--- config.mk ---
export PLATFORM = sky130hd
export DESIGN_NAME = hub75_bcm_scan
export DESIGN_NICKNAME = d
export VERILOG_FILES = /design/src/rtl/hub75_bcm_scan.sv
export SDC_FILE = /design/constraint.sdc
export NUM_CORES = 1
export LEC_CHECK = 0
export BUFFER_PORTS_ARGS = -buffer_cell sky130_fd_sc_hd__buf_4
export CAP_MARGIN = 20
export CORE_ASPECT_RATIO = 2
export CORE_MARGIN = 2
export CORE_UTILIZATION = 54
export CTS_CLUSTER_DIAMETER = 60
export CTS_CLUSTER_SIZE = 16
export DETAILED_ROUTE_END_ITERATION = 16
export PLACE_DENSITY = 0.8
export SETUP_SLACK_MARGIN = 0.2
export SLEW_MARGIN = 5
export SYNTH_ARGS = -nofsm -noshare
export SYNTH_HDL_FRONTEND = slang
export SYNTH_SLANG_ARGS = --single-unit
--- constraint.sdc ---
create_clock -name i_clk -period 3.8 [get_ports i_clk]
set_clock_uncertainty 0.05 [all_clocks]
set_input_delay 0.19 -clock i_clk [delete_from_list [all_inputs] [get_ports i_clk]]
set_output_delay 0.19 -clock i_clk [all_outputs]
set_load 0.02 [all_outputs]
--- src/rtl/hub75_bcm_scan.sv ---
// hub75_bcm_scan: HUB75 LED panel scanner with binary-coded modulation.
//
// Each (row, plane) pass shifts one bit plane of a row pair into the panel,
// blanks, latches, then lights the panel for BASE_ON<<plane cycles. Planes
// step 0..BPP-1 per row, rows step 0..ROWS-1 per frame.
//
// Ports:
//   i_clk         rising-edge clock
//   i_rst         asynchronous active-high reset
//   i_enable      run scanning while high; sampled at the end of each plane
//   o_rd_addr     frame-buffer read address {row, col}
//   i_rd_data     pixel pair, one cycle after o_rd_addr:
//                 LSB-first {b_lo, g_lo, r_lo, b_up, g_up, r_up}, BPP bits each
//   o_data_r/g/b  shift data, bit0 upper half, bit1 lower half
//   o_clk_enable  panel shift-clock enable, one cycle per column
//   o_latch       panel latch strobe
//   o_blank       panel output-enable, active-high blank
//   o_row         panel row address
//   o_frame_done  one-cycle pulse in the last lit cycle of a frame
module hub75_bcm_scan #(
   parameter int unsigned COLS    = 64,
   parameter int unsigned ROWS    = 16,
   parameter int unsigned BPP     = 4,
   parameter int unsigned BASE_ON = 8
) (
   input  logic                                  i_clk,
   input  logic                                  i_rst,
   input  logic                                  i_enable,
   output logic [$clog2(ROWS)+$clog2(COLS)-1:0] o_rd_addr,
   input  logic [6*BPP-1:0]                      i_rd_data,
   output logic [1:0]                            o_data_r,
   output logic [1:0]                            o_data_g,
   output logic [1:0]                            o_data_b,
   output logic                                  o_clk_enable,
   output logic                                  o_latch,
   output logic                                  o_blank,
   output logic [$clog2(ROWS)-1:0]               o_row,
   output logic                                  o_frame_done
);

   localparam int unsigned CW  = $clog2(COLS);
   localparam int unsigned CW1 = CW + 1;
   localparam int unsigned RW  = $clog2(ROWS);
   localparam int unsigned PW  = (BPP > 1) ? $clog2(BPP) : 1;
   localparam int unsigned OW  = $clog2((BASE_ON << (BPP - 1)) + 1);

   typedef enum logic [2:0] {
      StIdle,
      StShift,
      StBlank,
      StLatch,
      StDisplay
   } state_e;

   state_e         state_q;
   // One bit wider than a column index: SHIFT runs COLS+1 cycles so the
   // last read returns before the guard cycle.
   logic [CW:0]    col_q;
   logic [RW-1:0]  row_q;
   logic [PW-1:0]  plane_q;
   logic [OW-1:0]  on_cnt_q;

   logic [OW-1:0]  on_last;
   logic           last_plane;
   logic           frame_end;
   logic [6*BPP-1:0] plane_sh;

   assign on_last    = (OW'(BASE_ON) << plane_q) - OW'(1);
   assign last_plane = (plane_q == PW'(BPP - 1));
   assign frame_end  = last_plane && (row_q == RW'(ROWS - 1));
   assign o_rd_addr  = {row_q, col_q[CW-1:0]};
   // Bring the current plane bit of every field down to the field LSB.
   assign plane_sh   = i_rd_data >> plane_q;

   always_ff @(posedge i_clk or posedge i_rst) begin
      if (i_rst) begin
         state_q      <= StIdle;
         col_q        <= '0;
         row_q        <= '0;
         plane_q      <= '0;
         on_cnt_q     <= '0;
         o_data_r     <= '0;
         o_data_g     <= '0;
         o_data_b     <= '0;
         o_clk_enable <= 1'b0;
         o_latch      <= 1'b0;
         o_blank      <= 1'b1;
         o_row        <= '0;
         o_frame_done <= 1'b0;
      end else begin
         o_clk_enable <= 1'b0;
         o_latch      <= 1'b0;
         o_frame_done <= 1'b0;
         unique case (state_q)
            StIdle: begin
               if (i_enable) begin
                  state_q <= StShift;
                  row_q   <= '0;
                  plane_q <= '0;
                  col_q   <= '0;
               end
            end
            StShift: begin
               // Read data lags the address by one cycle; data and its
               // shift-clock enable leave together on the same edge.
               if (col_q != '0) begin
                  o_data_r     <= {plane_sh[3*BPP], plane_sh[0]};
                  o_data_g     <= {plane_sh[4*BPP], plane_sh[BPP]};
                  o_data_b     <= {plane_sh[5*BPP], plane_sh[2*BPP]};
                  o_clk_enable <= 1'b1;
               end
               if (col_q == CW1'(COLS)) begin
                  state_q <= StBlank;
               end else begin
                  col_q <= col_q + CW1'(1);
               end
            end
            StBlank: begin
               state_q <= StLatch;
               o_latch <= 1'b1;
               o_row   <= row_q;
            end
            StLatch: begin
               state_q      <= StDisplay;
               o_blank      <= 1'b0;
               on_cnt_q     <= '0;
               o_frame_done <= frame_end && (on_last == '0);
            end
            StDisplay: begin
               if (on_cnt_q == on_last) begin
                  o_blank <= 1'b1;
                  col_q   <= '0;
                  if (last_plane) begin
                     plane_q <= '0;
                     row_q   <= row_q + RW'(1);
                  end else begin
                     plane_q <= plane_q + PW'(1);
                  end
                  state_q <= i_enable ? StShift : StIdle;
               end else begin
                  on_cnt_q     <= on_cnt_q + OW'(1);
                  o_frame_done <= frame_end && ((on_cnt_q + OW'(1)) == on_last);
               end
            end
            default: state_q <= StIdle;
         endcase
      end
   end

endmodule
== After elaboration in Yosys (flattened, before gate mapping) ==
Cells that the tools add are included.

* Output and inout port bits: 24
* Register bits after elaboration: 37
* Memories kept: 0
* Bits in read-only memories: 0
* Logic and storage cells: 77
* Input bits: 27
* Memory bits (writable): 0
* Bits in latches: 0

* Mux-type cells: 26
* Order comparisons: 0
* Add/sub/neg operators: 5
* Div/mod/pow operators: 0
* Shifts and indexed selects: 2
* Reductions and logical operators: 16
* Bitwise gates (word level): 0
* $mul: 0
* Equality and inequality tests: 15

{| class="wikitable"
|+ Operators with widths
! kind !! number
|-
| two-way mux 7 bit || 4
|-
| >> shifter 24 x 2 -> 21 bit || 1
|-
| case mux 7 bit (3 select lines) || 1
|-
| case mux 3 bit (5 select lines) || 1
|-
| adder 7 x 1 -> 7 bit, second input constant || 2
|-
| == test 7 bit || 2
|-
| case mux 7 bit (2 select lines) || 1
|-
| two-way mux 4 bit || 3
|-
| inequality test 2 bit, second input constant || 6
|-
| two-way mux 3 bit || 3
|-
| case mux 4 bit (2 select lines) || 1
|-
| AND reduction 4 bit || 2
|-
| == test 7 bit, second input constant || 1
|-
| logical NOT 7 bit || 1
|-
| nonzero test 7 bit || 1
|-
| left shift 4 x 2 -> 7 bit, first input constant || 1
|-
| subtractor 7 x 1 -> 7 bit, second input constant || 1
|-
| == test 3 x 2 -> 1 bit, second input constant || 2
|-
| two-way mux 1 bit || 6
|-
| two-way mux 2 bit || 3
|-
| AND reduction 2 bit || 3
|-
| AND reduction 3 bit || 2
|-
| adder 4 x 1 -> 4 bit, second input constant || 1
|-
| == test 4 bit, second input constant || 1
|-
| 10 further kinds || 14
|}

== Depth between registers and ports, before layout ==
Gate-level depths: netlist (run 1).

* Depth in word-level cells: 6
* Mapped depth: 10
* Mapped depth without buffers: 7

== Worst setup path after synthesis (run 1) ==
OpenSTA, ideal clock, no wires.

* Kind: reg-to-reg
* Start point: register plane_q[0]
* End point: register row_q[3]
* Path buffers: 2
* Data arrival time: 2.497 ns
* Stages on the path, launching flop included: 10
* Slack: 1.130 ns
* Setup time: 0.122 ns
* Clock period less this slack: 2.670 ns
* Data required time: 3.628 ns
* Path through: dfrtp_1 > clkbuf_1 > inv_1 > ha_1 > buf_4 > xnor3_1 > or4_4 > nor2_2 > mux2i_1 > o21ai_1

* Word-level cells in the longest chain between the ends: 5
* Elaborated cells on any way between the ends: 7
* Those cells by class: 1 x add/sub; 4 x eq/ne; 1 x shift; 1 x reduce/logical

{| class="wikitable"
|+ RTL lines
! what !! line !! source
|-
| start: declaration || 60 || <nowiki>logic [PW-1:0] plane_q;</nowiki>
|-
| start signal: assignment || 137 || <nowiki>plane_q <= plane_q + PW'(1);</nowiki>
|-
| left shift 4 x 2 -> 7 bit || 68 || <nowiki>assign on_last = (OW'(BASE_ON) << plane_q) - OW'(1);</nowiki>
|-
| subtractor 7 x 1 -> 7 bit || 68 ||
|-
| == test 7 bit || 130 || <nowiki>if (on_cnt_q == on_last) begin</nowiki>
|-
| inequality test 2 bit (no source line) || -- ||
|-
| AND reduction 4 bit (no source line) * || -- ||
|-
| end signal: assignment || 135 || <nowiki>row_q <= row_q + RW'(1);</nowiki>
|-
| end: declaration || 59 || <nowiki>logic [RW-1:0] row_q;</nowiki>
|}

Every way passes the cells marked *; elsewhere a longest branch is shown, timed or not.
A chain may end at the register's enable or synchronous reset.

== Worst setup path after layout (run 1) ==
* Start point: register plane_q[0]
* End point: register col_q[1]

* Word-level cells in the longest chain between the ends: 5

{| class="wikitable"
|+ RTL lines
! what !! line !! source
|-
| left shift 4 x 2 -> 7 bit || 68 ||
|-
| subtractor 7 x 1 -> 7 bit || 68 ||
|-
| == test 7 bit || 130 ||
|-
| inequality test 2 bit (no source line) || -- ||
|-
| AND reduction 4 bit (no source line) || -- ||
|-
| end signal: assignment || 115 || <nowiki>col_q <= col_q + CW1'(1);</nowiki>
|-
| end: declaration || 58 || <nowiki>logic [CW:0] col_q;</nowiki>
|}

Every way passes these cells.

==> results.txt, run 1 <==
----------------------------------------------------
[Yosys]
  Top flip-flop cell by instance count after synthesis ... dfrtp_1
  Synth Cell Area ... 0.00227 mm²
  Sequential cell area fraction in the yosys report ... 40.8%
  Synthesized netlist net count ... 265
  Post-synthesis area per instance ... 9.93 µm²
  Post-synthesis async set-or-reset flop share ... 100%
  Number of flops mapped to enable cells by yosys ... 0
  Count of different cell masters after synthesis ... 51
  Number of flip-flops and latches in the synthesized netlist ... 37
  Yosys warning count ... 0
  Instance count of the mapped netlist ... 229

[Worst setup path]
  Worst-case reg-to-reg path depth ... 6
  Worst-path fanout max ... 12
  Worst setup path endpoint ... col_q[1]
  Kind of end point of the critical path ... flip-flop
  Reg2reg setup slack ... 800 ps
  Setup crit start ... plane_q[0]
  Origin of the critical flop-to-flop path ... plane_q[0]
  Reg2Reg Capture Point ... col_q[1]
  Worst EP arrival ... 3160 ps
  Type of the setup path with the least slack ... reg -> reg
  Worst EP required ... 3960 ps
  Startpoint type of the worst setup path ... flip-flop

[STA]
  Max Fclk ... 333 MHz
  Final number of hold-violating endpoints ... 0
  Transition time at the pin with the least slew margin ... 960 ps
  Setup tns final ... 0 ps
  Unrepaired setup endpoints after global routing ... false
  Rel. slew slack ... 35.7%
  Fin Hold WS ... 141 ps
  Share of the cycle needed by the critical path after routing ... 79.1%
  Min Tclk post-route ... 3000 ps
  Final number of max-transition violations ... 0
  Final setup vio count ... 0

[Pwr]
  Part of the power in combinational logic ... 6.1%
  Sw frac ... 19.9%
  Clock power share ... 44.0%
  Sum of internal, switching and leakage power ... 0.798 mW
  Worst vdd ir ... 247 µV
  Internal power consumption ... 0.639 mW
  Leak Pwr ... 1.29 nW
  Proportion of power drawn by flip-flops and latches ... 50.0%
  Switching component of the power ... 0.159 mW
  Pwr/cell area ... 291 mW/mm²

[Layout]
  Register area ... 927 µm²
  Final design instance area without fill ... 0.00274 mm²
  Number of filler instances in the final layout ... 331
  Share of post-route cells with drive strength above 1 ... 28.6%
  Area Growth Syn to Fin ... 20.6%
  Footprint of the multi-input gates ... 0.00118 mm²
  Total number of nets in the final design ... 304
  Antenna Cells ... 0

[Drt]
  DRC violation total after the first TritonRoute iteration ... 37
  Total DRC errors in the routed layout ... 0
  Vias after detailed routing ... 1,785
  Detailed Routing Iterations Pass 1 ... 4
  Wire length after detailed routing ... 5010 µm
  Post-DR vias/cell ... 5.56
  Routed length per placed instance ... 15.6 µm
  Number of nets with antenna violations after routing ... 0

[Clocking]
  Clk Tree Root Cell ... clkbuf_8
  Clk pin slew, worst setup/hold paths ... 70 ps
  Post-CTS setup-driven buffer insertion count ... 0
  Total number of H-tree levels ... 2
  Maximum clock path buffer count ... 2
  TritonCTS clock tree ... done
  Number of gates given a new drive strength after cts ... 0
  Num CTS Buffers ... 5
  Source-to-sink clock delay at the later pin of the worst-skew pair ... 290 ps
  Number of sinks driven by the clock tree ... 37

[Place]
  Placed Instance Area ... 0.00261 mm²
  GPL Wtd Cong ... 0.943
  Number of input and output port buffers inserted ... 50
  Total half-perimeter wirelength after legalization and detailed placement ... 3810 µm

[Die]
  Site Rows ... 33
  I/O pin count ... 51
  Die ar. ... 0.00478 mm²
  Core box area ... 0.00409 mm²
  Die outline height ... 95.8 µm
  Starting density of the core ... 55.6%
  Die width ... 49.9 µm

[Global routing]
  Pin count of the biggest net entering global routing ... 38
  Met3 usage in global routing ... 3.73%
  Antenna violations before repair ... 0
  Number of global-route vias before repair ... 1,849
  Wire length of the first global-routing pass ... 8310 µm
  M1 GR Usage ... 23.8%
  Aggregate global routing overflow ... 0
  Gr busiest metal ... met2
  Overall routing resource usage ... 22.8%
  Met2 GRT Util ... 41.3%

[Run status]
  Result of the run ... complete, no violations

[Job]
  Max-cap viol count ... 0

[Worst hold path]
  Class of the most critical hold timing path ... in -> reg

----------------------------------------------------
[state kept, by name (all words and copies together), names as in the netlist]
signal and flops:
col_q 7, on_cnt_q 7, o_row 4, row_q 4, state_q 3, o_data_b 2
o_data_g 2, o_data_r 2, plane_q 2, o_blank 1, o_clk_enable 1, o_frame_done 1
o_latch 1
[layout by cell type (no fill, tap or decap), types with 2 or more instances in the layout]
cell type | netlist | routed
a211oi_1 | 2 | 2
a21oi_1 | 3 | 3
a22oi_1 | 2 | 2
a31oi_1 | 4 | 4
and3_1 | 2 | 2
buf_4 | 8 | 51
clkbuf_8 | 0 | 6
dfrtp_1 | 36 | 36
ha_1 | 9 | 9
inv_1 | 14 | 14
mux2_1 | 6 | 6
mux2_2 | 5 | 5
mux2i_1 | 5 | 5
mux4_2 | 6 | 6
nand2_1 | 30 | 30
nand2b_1 | 4 | 4
nand3_1 | 13 | 13
nand3b_1 | 3 | 3
nand4_1 | 2 | 2
nor2_1 | 13 | 13
nor3_1 | 3 | 3
o211ai_1 | 3 | 3
o21ai_0 | 3 | 3
o21ai_1 | 8 | 8
or4_1 | 2 | 2
xnor2_1 | 7 | 7
xor2_1 | 2 | 2
[how the worst min path moves through the flow]
| stage | start | endpoint | depth (start not counted) |
|---|---|---|---|
| 2_1_floorplan | i_enable | state_q[0] | 2 |
| 3_3_place_gp | i_rst | col_q[4] | 3 |
| 3_5_place_dp | i_rst | col_q[4] | 3 |
| 4_1_cts | i_enable | state_q[0] | 3 |
| 5_1_grt | i_enable | state_q[0] | 3 |
| 6_report | i_enable | state_q[0] | 3 |
[power by group through the flow]
| stage | registers (mW) | logic, mW | clock network [mW] |
|---|---|---|---|
| after floorplan | 0.410 | 0.0138 | 0 |
| after global routing | 0.399 | 0.0520 | 0.376 |
| after CTS | 0.399 | 0.0492 | 0.359 |
| final | 0.399 | 0.0483 | 0.351 |
| after detailed placement | 0.406 | 0.0483 | 0 |
| after global placement | 0.406 | 0.0472 | 0 |
[synth_stat cells (3+ instances only)]
| cell | number | area [µm²] |
|---|---|---|
| a21oi_1 | 3 | 15.0 |
| a31oi_1 | 4 | 25.0 |
| buf_2 | 3 | 15.0 |
| buf_4 | 8 | 60.1 |
| clkbuf_1 | 8 | 30.0 |
| dfrtp_1 | 36 | 901 |
| ha_1 | 9 | 113 |
| inv_1 | 14 | 52.6 |
| mux2_1 | 6 | 67.6 |
| mux2_2 | 5 | 56.3 |
| mux2i_1 | 5 | 50.1 |
| mux4_2 | 6 | 135 |
| nand2_1 | 30 | 113 |
| nand2b_1 | 4 | 25.0 |
| nand3_1 | 13 | 65.1 |
| nand3b_1 | 3 | 22.5 |
| nor2_1 | 13 | 48.8 |
| nor3_1 | 3 | 15.0 |
| o211ai_1 | 3 | 22.5 |
| o21ai_0 | 3 | 15.0 |
| o21ai_1 | 8 | 40.0 |
| xnor2_1 | 7 | 61.3 |
[metal layers]
layer  up-vias  part of all wire [%]
li1        869                     -
met1       857                    36
met2        41                    56
met3        18                   2.8
met4         0                   4.6
met5         -                     0
[metrics by stage]
stage               instances  worst slack (ps)  util (%)
finish                    321               795      67.1
global route              321               521      67.1
CTS                       321               767      67.1
detailed placement        312               824      63.9
global placement          312               939      63.9
floorplan                 229              1130         -
[logic make-up (layout without fill, tap and decap cells)]
logic type | Yosys count | count (layout) | synth area share [%]
AO/OA/AOI/OAI | 31 | 31 | 8.64
XOR/XNOR | 11 | 11 | 5.50
adder cells (fa/ha/maj) | 9 | 9 | 4.95
buffers and inverters | 34 | 74 | 7.10
flip-flops | 37 | 37 | 40.8
multiplexers | 22 | 22 | 13.6
AND/OR/NAND/NOR | 85 | 85 | 19.4
[layout make-up]
| type | count | share of cell area, % |
|---|---|---|
| clock buffers | 6 | 3.01 |
| multi-input cells | 158 | 43.2 |
| flip-flops and latches | 37 | 33.8 |
| inverters | 14 | 1.92 |
| well taps | 52 | 2.37 |
| clock inverters | 2 | 1.37 |
| repair buffers | 52 | 14.3 |
[worst max-delay path: stages, from the launching register on]
cell and delay (ps):
dfrtp_1 680, ha_1 360, xor3_1 500, nor2_1 220, a31oi_1 360, nor3_2 510, mux2i_1 240
[repair_timing]
item                                   in CTS  in global routing
setup endpoints to repair                   0                  0
endpoints found under the hold margin      36                  0
hold buffers                                1                  0
No activity file was read; power rests on OpenSTA's default activity.
==> run 2: changes to the inputs <==
--- a/config.mk
+++ b/config.mk
@@ -5,11 +5,12 @@
 export SDC_FILE = /design/constraint.sdc
 export NUM_CORES = 1
 export LEC_CHECK = 0
+export ABC_AREA = 1
 export BUFFER_PORTS_ARGS = -buffer_cell sky130_fd_sc_hd__buf_4
 export CAP_MARGIN = 20
 export CORE_ASPECT_RATIO = 2
 export CORE_MARGIN = 2
-export CORE_UTILIZATION = 54
+export CORE_UTILIZATION = 55
 export CTS_CLUSTER_DIAMETER = 60
 export CTS_CLUSTER_SIZE = 16
 export DETAILED_ROUTE_END_ITERATION = 16
==> constraint.sdc (replaced) <==
create_clock -name i_clk -period 2.85 [get_ports i_clk]
set_clock_uncertainty 0.05 [all_clocks]
set_input_delay 0.1425 -clock i_clk [delete_from_list [all_inputs] [get_ports i_clk]]
set_output_delay 0.1425 -clock i_clk [all_outputs]
set_load 0.02 [all_outputs]
==> run 2 against run 1 <==
Final area up 4.2%. Die area up 2.9%. Critical endpoint is now col_q[2]. Setup slack worse by 300 ps. Combinational power rose to 24 times the previous value. First-iteration DRC count up 16%. Sequential share of layout area down 1.4 points. Via count up 20%. Flip-flop and latch count unchanged.
==> results.txt, run 2 <==
----------------------------------------------------
[Run status]
  Result of the run ... complete, no violations

[Layout]
  Most frequent standard cell in the layout excluding fill and tap cells ... nand2_1
  Total number of nets in the final design ... 395
  Registers with the highest flip-flop counts ... col_q: 7 flops, on_cnt_q: 7 flops
  Share of post-route cells with drive strength above 1 ... 24.2%
  Area Growth Syn to Fin ... 19.8%
  Antenna Cells ... 0
  Final design instance area without fill ... 0.00286 mm²
  Commonest cells after routing, fill and taps aside ... nand2_1, nor2_1, buf_4, dfrtp_1, inv_1

[Yosys]
  Simple-Gate Fraction of Synth Area ... 34.3%
  Dominant combinational cell family by area after synthesis ... simple AND/OR/NAND/NOR gates
  Share of cell area taken by muxes after synthesis ... 0%
  Top flip-flop cell by instance count after synthesis ... dfrtp_1
  Adder and majority cell fraction of the synthesized area ... 4.72%
  Synthesized netlist net count ... 349
  Top area cells in the synthesized netlist ... dfrtp_1, nand2_1, nor2_1
  Library cell with the largest summed area after synthesis ... dfrtp_1
  Count of different cell masters after synthesis ... 29
  Post-synthesis async set-or-reset flop share ... 100%
  Sequential cell area fraction in the yosys report ... 38.9%
  Number of flops mapped to enable cells by yosys ... 0
  Most instantiated library cell after synthesis ... nand2_1
  Post-synth top cells ... nand2_1, nor2_1, dfrtp_1
  Synth Cell Area ... 0.00239 mm²
  Compound-gate portion of the synthesized area ... 8.65%
  Post-synthesis area per instance ... 7.62 µm²
  Instance count of the mapped netlist ... 313
  Area share of the leading cell type in the synthesized netlist ... 37.8%
  Number of flip-flops and latches in the synthesized netlist ... 37
  Post-synthesis share of cell area spent on xor and xnor gates ... 3.67%
  Yosys warning count ... 0

[Worst setup path]
  Startpoint type of the worst setup path ... flip-flop
  Cell-by-cell trace of the critical path ... inv_1, ha_1, inv_2, nand2_1, nand2_1, nand2_1, nand2_1, clkinv_1, nand3_2, nand2_2, nand3_4, nand2_1, nand2_1
  Kind of end point of the critical path ... flip-flop
  Reg2reg setup slack ... 500 ps
  Reg2Reg Capture Point ... col_q[2]
  Worst EP arrival ... 2490 ps
  Slowest stage cell, crit path ... dfrtp_1
  Most frequent CP cell ... nand2_1
  Type of the setup path with the least slack ... reg -> reg
  Worst-case reg-to-reg path depth ... 13
  Origin of the critical flop-to-flop path ... plane_q[0]
  Max incr delay on CP ... 480 ps
  Worst EP required ... 2990 ps
  Setup crit start ... plane_q[0]
  Worst-path fanout max ... 20
  Worst setup path endpoint ... col_q[2]

[Worst hold path]
  Class of the most critical hold timing path ... in -> reg
  Number of stages on the worst hold path ... 3

[STA]
  Share of the cycle needed by the critical path after routing ... 82.5%
  Final number of max-transition violations ... 0
  Rel. slew slack ... 59.8%
  Final setup vio count ... 0
  Unrepaired setup endpoints after global routing ... false
  Setup tns final ... 0 ps
  Final number of hold-violating endpoints ... 0
  Max Fclk ... 425 MHz
  Transition time at the pin with the least slew margin ... 602 ps
  Min Tclk post-route ... 2350 ps

[Clocking]
  Total number of H-tree levels ... 2
  Clk Tree Root Cell ... clkbuf_8
  TritonCTS clock tree ... done
  Number of gates given a new drive strength after cts ... 0
  Maximum clock path buffer count ... 2
  Clk pin slew, worst setup/hold paths ... 80 ps
  Number of sinks driven by the clock tree ... 37
  Source-to-sink clock delay at the later pin of the worst-skew pair ... 300 ps
  Num CTS Buffers ... 5

[Global routing]
  Overall routing resource usage ... 24.8%
  Aggregate global routing overflow ... 0
  Antenna violations before repair ... 0
  Number of global-route vias before repair ... 2,158
  Wire length of the first global-routing pass ... 9450 µm
  Pin count of the biggest net entering global routing ... 38

[Drt]
  Vias after detailed routing ... 2,149
  Total DRC errors in the routed layout ... 0
  Wire length after detailed routing ... 5460 µm
  Number of nets with antenna violations after routing ... 0
  Routed length per placed instance ... 13.2 µm
  Detailed Routing Iterations Pass 1 ... 4
  Post-DR vias/cell ... 5.22
  DRC violation total after the first TritonRoute iteration ... 43

[Pwr]
  Leak Pwr ... 1.49 nW
  Worst vdd ir ... 520 µV
  Sum of internal, switching and leakage power ... 2.43 mW
  Pwr/cell area ... 850 mW/mm²

[Die]
  Die width ... 50.6 µm
  Site Rows ... 33
  Starting density of the core ... 57.8%
  Core box area ... 0.00413 mm²
  I/O pin count ... 51
  Die outline height ... 97.1 µm
  Die ar. ... 0.00491 mm²

[Job]
  Max-cap viol count ... 0

[Place]
  Number of input and output port buffers inserted ... 50
  Placed Instance Area ... 0.00273 mm²
  GPL Wtd Cong ... 0.915
  Total half-perimeter wirelength after legalization and detailed placement ... 4200 µm

----------------------------------------------------
[run 2: changes by cell type in the layout (fill, tap and decap cells not counted), sizes merged, moves of 4 or more]
cell    previous run  this run
nor2              14        55
mux2              11         0
mux4               6         0
nand2b             4         0
inv               14        31
mux2i              5         0
o21ai             11        23
xnor2              7         3
nand2             30        87
nand4              2        11
xor2               2         7
nand3             14        22
[run 2: where the power goes]
part | leakage (nW) | total [mW] | switching (mW) | internal, mW
Combinational | 0.943 | 1.17 | 0.744 | 0.422
Clock | 0.0574 | 0.487 | 0.203 | 0.285
Sequential | 0.486 | 0.777 | 0.134 | 0.642
Total | 1.49 | 2.43 | 1.08 | 1.35
[run 2: layer usage]
metal / GRT usage, % / share of wire [%] / up-vias
li1: - / - / 1084
met1: 24.9 / 36 / 1013
met2: 48.0 / 59 / 44
met3: 3.54 / 2.8 / 8
met4: 10.4 / 1.8 / 0
met5: 0 / 0 / -
[run 2: worst min path at each step]
| stage | startpoint | end | slack [ps] |
|---|---|---|---|
| 4_1_cts | i_rd_data[9] | o_data_b[0] | 120 |
| 5_1_grt | i_enable | state_q[0] | 120 |
| 3_3_place_gp | i_rst | row_q[3] | 240 |
| 3_5_place_dp | i_rst | o_clk_enable | 240 |
| 6_report | i_rd_data[9] | o_data_b[0] | 120 |
| 2_1_floorplan | i_rst | col_q[0] | 270 |
[run 2: layout make-up]
class	count	area (µm²)
Clock buffer	6	82.6
Clock inverter	2	37.5
Fill cell	362	1270
Inverter	32	120
Multi-Input combinational cell	230	1230
Sequential cell	37	927
Tap cell	52	65.1
Timing Repair Buffer	53	400
[run 2: timing repair]
item / in CTS / in global routing
endpoints found under the hold margin: 36 / 0
hold buffers: 1 / 0
setup buffers: 0 / 0
[run 2: through the flow]
stage | hold slack, ps | worst slack [ps] | util [%] | instances
after CTS | 115 | 500 | 69.2 | 412
final | 121 | 499 | 69.2 | 412
after floorplan | 271 | 898 | - | 313
after global placement | 236 | 575 | 66.1 | 403
after global routing | 121 | 285 | 69.2 | 412
after detailed placement | 245 | 513 | 66.1 | 403
[run 2: kinds of logic (layout without fill, tap and decap cells)]
group	after synthesis	count (layout)
and+or+nand+nor	179	179
buffers and inverters	46	93
DFF	37	37
AOI/OAI and AO/OA	32	32
xor gates and xnor gates	10	10
adders and majority gates	9	9
[run 2: worst max-delay path, delay by kind of cell (launching register included)]
family | cells | cell delay (ps)
adder cells (fa/ha/maj) | 1 | 260
buffers and inverters | 3 | 420
flip-flops | 1 | 480
AND/OR/NAND/NOR | 9 | 1030
==> run 3: changes to the inputs <==
--- a/config.mk
+++ b/config.mk
@@ -10,11 +10,11 @@
 export CAP_MARGIN = 20
 export CORE_ASPECT_RATIO = 2
 export CORE_MARGIN = 2
-export CORE_UTILIZATION = 55
+export CORE_UTILIZATION = 49
 export CTS_CLUSTER_DIAMETER = 60
 export CTS_CLUSTER_SIZE = 16
 export DETAILED_ROUTE_END_ITERATION = 16
-export PLACE_DENSITY = 0.8
+export PLACE_DENSITY = 0.76
 export SETUP_SLACK_MARGIN = 0.2
 export SLEW_MARGIN = 5
 export SYNTH_ARGS = -nofsm -noshare
==> constraint.sdc (replaced) <==
create_clock -name i_clk -period 2 [get_ports i_clk]
set_clock_uncertainty 0.05 [all_clocks]
set_input_delay 0.1 -clock i_clk [delete_from_list [all_inputs] [get_ports i_clk]]
set_output_delay 0.1 -clock i_clk [all_outputs]
set_load 0.02 [all_outputs]
==> run 3 against run 2 <==
Clock-buffer cell count increased by 1. Total power rose by 55%. Final area increased by 7.0%. Critical path type unchanged. Highest routed layer unchanged. Wire length grew 5.7%. Critical endpoint is now col_q[0]. Hold slack lost 39 ps. Largest power group unchanged. Flip-flop and latch count unchanged.
==> results.txt, run 3 (synthesis gave the netlist of run 2 again) <==
----------------------------------------------------
[Job]
  Max-cap viol count ... 0

[STA]
  Unrepaired setup endpoints after global routing ... true
  Min Tclk post-route ... 1820 ps
  Max Fclk ... 550 MHz
  Final setup vio count ... 0
  Rel. slew slack ... 58.2%
  Transition time at the pin with the least slew margin ... 626 ps
  Setup tns final ... 0 ps
  Share of the cycle needed by the critical path after routing ... 91.0%
  Final number of hold-violating endpoints ... 0
  Fin Hold WS ... 82.1 ps
  Final number of max-transition violations ... 0

[Die]
  Die width ... 53.3 µm
  Core box area ... 0.00477 mm²
  Die outline height ... 103 µm
  Site Rows ... 36
  Die ar. ... 0.00548 mm²
  Starting density of the core ... 50.0%
  I/O pin count ... 51

[Drt]
  Amount of wire on met2 after detailed routing ... 3070 µm
  DRC violation total after the first TritonRoute iteration ... 58
  Length of routed met3 wiring ... 285 µm
  Total DRC errors in the routed layout ... 0
  Post-DR vias/cell ... 5.26
  Routed length per placed instance ... 13.3 µm
  Detailed-route wire length on metal 1 ... 2260 µm
  Top routing layer in use ... met4
  Vias after detailed routing ... 2,278
  Wire length after detailed routing ... 5770 µm
  Number of nets with antenna violations after routing ... 0
  Detailed Routing Iterations Pass 1 ... 4

[Layout]
  Final design instance area without fill ... 0.00306 mm²
  Commonest cells after routing, fill and taps aside ... nand2_1, buf_4, nor2_1, dfrtp_1, inv_1
  Registers with the highest flip-flop counts ... col_q: 7 flops, on_cnt_q: 7 flops
  Share of post-route cells with drive strength above 1 ... 30.6%
  Total number of nets in the final design ... 411
  Most frequent standard cell in the layout excluding fill and tap cells ... nand2_1
  Antenna Cells ... 0
  Area Growth Syn to Fin ... 28.2%
  Number of filler instances in the final layout ... 392

[Worst setup path]
  Max incr delay on CP ... 410 ps
  Cell-by-cell trace of the critical path ... buf_4, ha_2, inv_2, nand2_1, nand3_1, nor2_2, nand3_4, nand2_4, buf_12, nand3_4, nand2_2, nand2_1
  Kind of end point of the critical path ... flip-flop
  Worst EP required ... 2130 ps
  Type of the setup path with the least slack ... reg -> reg
  Startpoint type of the worst setup path ... flip-flop
  Worst EP arrival ... 1950 ps
  Slowest stage cell, crit path ... dfrtp_1
  Reg2reg setup slack ... 180 ps
  Worst-path fanout max ... 7

[Pwr]
  Pwr/cell area ... 1230 mW/mm²
  Worst vdd ir ... 894 µV
  Leak Pwr ... 1.57 nW

[Clocking]
  Source-to-sink clock delay at the later pin of the worst-skew pair ... 290 ps
  Clk Tree Root Cell ... clkbuf_8
  Clk pin slew, worst setup/hold paths ... 80 ps
  Total number of H-tree levels ... 2
  Number of sinks driven by the clock tree ... 37
  Maximum clock path buffer count ... 2
  Num CTS Buffers ... 5
  TritonCTS clock tree ... done

[Worst hold path]
  Class of the most critical hold timing path ... in -> reg

[Place]
  Placed Instance Area ... 0.00281 mm²
  GPL Wtd Cong ... 0.899
  Total half-perimeter wirelength after legalization and detailed placement ... 4070 µm
  Number of input and output port buffers inserted ... 50

[Global routing]
  Overall routing resource usage ... 22.2%
  Number of global-route vias before repair ... 2,137
  Wire length of the first global-routing pass ... 9230 µm
  Pin count of the biggest net entering global routing ... 17
  Aggregate global routing overflow ... 0
  Antenna violations before repair ... 0

[Run status]
  Result of the run ... complete, no violations

----------------------------------------------------
==> run 3: cell types whose count changed in the layout (fill, tap and decap cells not counted), moves of 2 or more <==
| cell | before | now |
|---|---|---|
| ha_1 | 9 | 6 |
| o21ai_0 | 17 | 15 |
| buf_4 | 52 | 66 |
| o21ai_1 | 0 | 2 |
| nand2_1 | 82 | 77 |
| inv_1 | 27 | 25 |
| inv_2 | 4 | 6 |
| nand2_2 | 4 | 8 |
| ha_4 | 0 | 2 |
==> run 3: routing by layer <==
metal / global-route usage [%] / up-vias
li1: - / 1111
met1: 25.1 / 1083
met2: 39.5 / 70
met3: 3.62 / 14
met4: 9.47 / 0
met5: 0 / -
==> run 3: path summary, 6_finish.rpt <==
kind	from	end	cells past startpoint
setup / recovery	plane_q[1]	col_q[0]	12
hold / removal	i_enable	state_q[0]	3
setup reg to reg	plane_q[1]	col_q[0]	12
hold reg to reg	o_row[3]	o_row[3]	2
max in group asynchronous	i_rst	plane_q[0]	4
min in group asynchronous	i_rst	o_clk_enable	3
==> run 3: stage by stage <==
step	power [mW]	setup slack, ps	utilization (%)	instances
after floorplan	2.43	210	-	313
after global placement	2.82	200	58.9	416
after detailed placement	2.88	115	58.9	416
after CTS	3.71	203	63.6	432
after global routing	4.05	85.8	64.1	433
final	3.76	181	64.1	433
==> run 3: area by class of cell <==
class / instances / area (µm²) / share of cell area [%]
Multi-Input combinational cell: 230 / 1280 / 41.9
Timing Repair Buffer: 69 / 541 / 17.7
Clock inverter: 1 / 30.0 / 0.982
Inverter: 32 / 121 / 3.97
Sequential cell: 37 / 928 / 30.3
Tap cell: 57 / 71.3 / 2.33
Clock buffer: 7 / 86.3 / 2.82
==> run 3: critical path: cells and delay by family, from the launching register on <==
| kind | cells | cell delay (ps) |
|---|---|---|
| DFF | 1 | 410 |
| and+or+nand+nor | 8 | 730 |
| adders and majority gates | 1 | 210 |
| buffers and inverters | 3 | 310 |
==> run 3: power by group <==
part | internal (mW) | switching, mW | total, mW
Combinational | 0.785 | 1.21 | 1.99
Clock | 0.407 | 0.264 | 0.670
Sequential | 0.918 | 0.183 | 1.10
==> run 3: timing repair <==
action | CTS | global route
buffers inserted | 7 | 1
endpoints found under the setup margin | 18 | 23
pin swaps | 2 | 7
hold buffers | 1 | 0
resized for setup | 12 | 7
hold endpoints to repair | 13 | 0
